[config.mk]
export PLATFORM = sky130hd
export DESIGN_NAME = adder_share_arbiter
export DESIGN_NICKNAME = d
export VERILOG_FILES = /design/src/rtl/adder_share_arbiter.sv
export SDC_FILE = /design/constraint.sdc
export NUM_CORES = 1
export LEC_CHECK = 0
export CAP_MARGIN = 20
export CORE_AREA = 5 5 152 154
export DETAILED_ROUTE_END_ITERATION = 12
export DIE_AREA = 0 0 157 159
export PLACE_DENSITY = 0.61
export SETUP_SLACK_MARGIN = 0.15
export SLEW_MARGIN = 20
export SYNTH_ARGS = -nofsm -noshare
export SYNTH_HDL_FRONTEND = slang
export SYNTH_SLANG_ARGS = --single-unit
[constraint.sdc]
create_clock -name clk_i -period 4.3 [get_ports clk_i]
set_input_delay 0.645 -clock clk_i [delete_from_list [all_inputs] [get_ports clk_i]]
set_output_delay 0.645 -clock clk_i [all_outputs]
set_load 0.01 [all_outputs]
[src/rtl/adder_share_arbiter.sv]
`default_nettype none
// ============================================================================
// Module   : adder_share_arbiter
// Purpose  : Round-robin sharing of one combinational adder among NUM_REQ
//            requesters, with a one-deep registered response stage.
// Revision : 1.0
// ============================================================================
module adder_share_arbiter #(
    parameter int NUM_REQ    = 4,
    parameter int DATA_WIDTH = 32,
    parameter int ID_WIDTH   = 2
) (
    input  logic                          clk_i,
    input  logic                          rst_i,
    input  logic [NUM_REQ-1:0]            req_valid_i,
    output logic [NUM_REQ-1:0]            req_ready_o,
    input  logic [NUM_REQ*DATA_WIDTH-1:0] req_src1_i,
    input  logic [NUM_REQ*DATA_WIDTH-1:0] req_src2_i,
    output logic [DATA_WIDTH-1:0]         add_src1_o,
    output logic [DATA_WIDTH-1:0]         add_src2_o,
    input  logic [DATA_WIDTH-1:0]         add_sum_i,
    output logic                          rsp_valid_o,
    input  logic                          rsp_ready_i,
    output logic [ID_WIDTH-1:0]           rsp_id_o,
    output logic [DATA_WIDTH-1:0]         rsp_sum_o
);

    logic [ID_WIDTH-1:0]   r_ptr;
    logic                  r_rsp_valid;
    logic [ID_WIDTH-1:0]   r_rsp_id;
    logic [DATA_WIDTH-1:0] r_rsp_sum;

    logic                  w_can_accept;
    logic                  w_found;
    logic [ID_WIDTH-1:0]   w_win;
    logic                  w_grant;
    logic [ID_WIDTH-1:0]   w_ptr_next;

    assign w_can_accept = !r_rsp_valid || rsp_ready_i;

    // Two descending passes: the wrapped region (k < ptr) is scanned first so
    // that any hit in the k >= ptr region overrides it, giving the circular
    // order ptr, ptr+1, ..., NUM_REQ-1, 0, ..., ptr-1.
    always_comb begin
        w_found = 1'b0;
        w_win   = '0;
        for (int k = NUM_REQ - 1; k >= 0; k--) begin
            if (req_valid_i[k] && (k < int'(r_ptr))) begin
                w_found = 1'b1;
                w_win   = ID_WIDTH'(k);
            end
        end
        for (int k = NUM_REQ - 1; k >= 0; k--) begin
            if (req_valid_i[k] && (k >= int'(r_ptr))) begin
                w_found = 1'b1;
                w_win   = ID_WIDTH'(k);
            end
        end
    end

    assign w_grant    = w_found && w_can_accept && !rst_i;
    assign w_ptr_next = (int'(w_win) == NUM_REQ - 1) ? '0 : w_win + 1'b1;

    always_comb begin
        req_ready_o = '0;
        add_src1_o  = '0;
        add_src2_o  = '0;
        for (int k = 0; k < NUM_REQ; k++) begin
            if (w_grant && (int'(w_win) == k)) begin
                req_ready_o[k] = 1'b1;
                add_src1_o     = req_src1_i[k*DATA_WIDTH +: DATA_WIDTH];
                add_src2_o     = req_src2_i[k*DATA_WIDTH +: DATA_WIDTH];
            end
        end
    end

    // A grant also covers the drain-and-refill case, so the slot never bubbles.
    always_ff @(posedge clk_i) begin
        if (rst_i) begin
            r_ptr       <= '0;
            r_rsp_valid <= 1'b0;
            r_rsp_id    <= '0;
            r_rsp_sum   <= '0;
        end else if (w_grant) begin
            r_ptr       <= w_ptr_next;
            r_rsp_valid <= 1'b1;
            r_rsp_id    <= w_win;
            r_rsp_sum   <= add_sum_i;
        end else if (r_rsp_valid && rsp_ready_i) begin
            r_rsp_valid <= 1'b0;
        end
    end

    assign rsp_valid_o = r_rsp_valid;
    assign rsp_id_o    = r_rsp_id;
    assign rsp_sum_o   = r_rsp_sum;

endmodule
`default_nettype wire

==> out/metrics.cfg <==
[floorplanning]
rows = 54
core-area_sq_mm = 0.0216
dieArea_sq_mm = 0.0250
die_x_um = 157
start_util_pct = 17.4
die_h_um = 159
io_pins = 398

[finish]
syn_to_final_growth_pct = 130
stdcell_count = 1206
drive_gt1_share_pct = 7.35
nets = 1224

[global_routing]
first_global_vias = 5402
grt_max_degree = 48
antenna_found_initial = 2
grt_usage_pct = 15.9
grt_pass1_wl_um = 31700
grt_remaining_overflow = 0

[yosys]
yosysTopAreaCell = dfxtp_1
synth_ff_type = dfxtp_1
synth_edf_count = 0
syn_area_per_cell_sq_um = 6.78
synthCells = 552
synth_async_sr_flop_share_pct = 0
seq_area_frac_synth_pct = 19.8
synthDistinctLibCells = 25
ys_ff_latch = 37
syn_nets = 851
synth_area_leaders = dfxtp_1 20%, a211o_1 15%, a221oi_1 15%, nand2_1 13%, a21oi_1 8.8%
synth_top_area_share_pct = 19.8
synth_area_sq_mm = 0.00374
yosys_warnings = 0

[place]
dp_hpwl_um = 17000
gp_congestion = 0.854
port_buffers = 397
dpl.cell_count = 1196

[sta]
slew_headroom_pct = 62.6
hold_violations = 0
drv_slew = 0
final.setup_skew_ps = 7.70
rsz0062_at_grt = true
fmax_ghz = 0.241
hold-worst-slack_ps = 467
final.min_clock_period_ps = 4160
setup_viol = 0
fin_crit_sh_pct = 96.7
worst_pin_slew_ps = 558

[detailed_routing]
drt_iter0_drc = 340
drc = 0
dr.pass1.iters = 4
viasPerCell = 4.55
vias = 5486
avgRoutedWirePerCell_um = 18.5
drtAntennaViolNets = 0
wl_um = 22300

[clocking]
cts-buffers-inserted = 5
h-tree-depth = 2
insertion_delay_ps = 280
cts.sinks = 37
cts_tree = done
cts-root-buf = clkbuf_16
clkTransAtPathRegs_ps = 50
cts_buffer_depth = 2

[job]
cap_violations = 0

[worst_hold_path]
min_path_cells = 2
hold_class = flip-flop to flip-flop

[setup_path]
worstPathMaxFanout = 35
worst-r2r-setup-slack_ps = 2480
arrival_ps = 3510
cp.required_ps = 3650
r2r_cells = 7
critPathLaunchType = primary input
crit_path_end_kind = output port
path_class = primary input to output port

[power_and_ir_drop]
p_leak_nw = 4.38
powerDensity_mw_per_mm2 = 280
irDropWorstVdd_mv = 0.272

[status]
status = complete, no violations

==> path summary, 6_finish.rpt <==
kind | endpoint | startpoint
max | add_src1_o[18] | req_valid_i[0]
min | rsp_sum_o[20]$_SDFFE_PP0P_ | rsp_sum_o[20]$_SDFFE_PP0P_
max reg2reg | r_ptr[1]$_SDFFE_PP0P_ | r_ptr[1]$_SDFFE_PP0P_
min reg2reg | rsp_sum_o[20]$_SDFFE_PP0P_ | rsp_sum_o[20]$_SDFFE_PP0P_
==> flip-flops by register name, indices dropped and copies added, names as in the netlist <==
| register | count |
|---|---|
| rsp_sum_o | 32 |
| rsp_id_o | 2 |
| r_ptr | 2 |
| rsp_valid_o | 1 |
==> metal layers <==
layer  vias up  wire length, um  part of all wire, %  track usage (%)
met5         -                8                0.036                0
met4         2              329                  1.5             2.88
met3        28             2320                   10             4.89
met2       255            11000                   49             27.8
met1      2485             8620                   39             19.2
li1       2716                -                    -                -
==> through the flow <==
stage          util, %  setup TNS [ps]  setup WS (ps)  power [mW]  instance area (sq um)
2_1_floorplan        -               0           1210        1.19                   3740
3_3_place_gp      37.5               0           77.0        1.98                   8080
3_5_place_dp      37.5               0           11.6        1.99                   8080
4_1_cts           38.3               0            109        2.37                   8250
5_1_grt           39.9           -5.84          -5.84        2.57                   8600
6_report          39.9               0            143        2.41                   8600
==> critical path, cell delays in order <==
cell             delay [ps]
clkdlybuf4s50_1         550
a21oi_1                 100
o21a_1                  210
o22ai_4                 220
ha_1                    210
nor2b_4                 210
buf_12                  230
a221oi_1                110
a211o_1                 280
a21oi_1                 160
clkdlybuf4s50_1         570
==> cell type report <==
class	count	area [sq um]
Antenna cell	1	2.50
Multi-Input combinational cell	387	2620
Clock buffer	7	143
Timing Repair Buffer	427	4490
Inverter	67	251
Tap cell	280	350
Fill cell	2211	13000
Sequential cell	37	741
==> cell usage in the layout, fill, tap and decap left out, types with 2 or more instances in the layout <==
cell	netlist	final
nand3b_1	35	35
or3_1	2	2
nor2b_1	3	2
dfxtp_1	37	37
a221oi_2	0	17
nand2_1	131	131
a211o_1	64	64
o21ai_2	3	3
buf_4	3	19
and2_1	4	4
buf_12	0	9
a221oi_4	0	2
clkbuf_16	0	6
a21oi_1	66	66
a221oi_1	64	45
inv_1	67	66
dlymetal6s2s_1	0	61
nor2_1	3	3
clkdlybuf4s50_1	0	336
ha_4	0	3
==> power by group <==
group          switching, mW  total (mW)  internal [mW]
logic                  0.733        1.64          0.911
clock network          0.134       0.362          0.228
registers             0.0226       0.401          0.378
==> Yosys cell counts, types with 2 or more instances <==
library cell and instances:
a211o_1 64, a21oi_1 66, a221oi_1 64, and2_1 4, buf_2 22, buf_4 3, buf_6 9, clkbuf_1 27
dfxtp_1 37, ha_1 4, inv_1 67, nand2_1 131, nand3b_1 35, nor2_1 3, nor2b_1 3, o21ai_2 3
or3_1 2
==> kinds of logic after synthesis <==
logic type	after synthesis	synth area share, %
AO/OA/AOI/OAI	200	40.1
buffers and inverters	128	15.7
flip-flops	37	19.8
AND/OR/NAND/NOR	182	22.9
adder cells (fa/ha/maj)	4	1.34
multiplexers	1	0.267
==> repair_timing <==
item                                    4_1_cts  5_1_grt
endpoints found under the setup margin       64       64
resized for setup                             4       83
buffers inserted                              0        1
gates cloned                                  0        1
hold buffers                                  0        0
No activity file was read; power rests on OpenSTA's default activity.
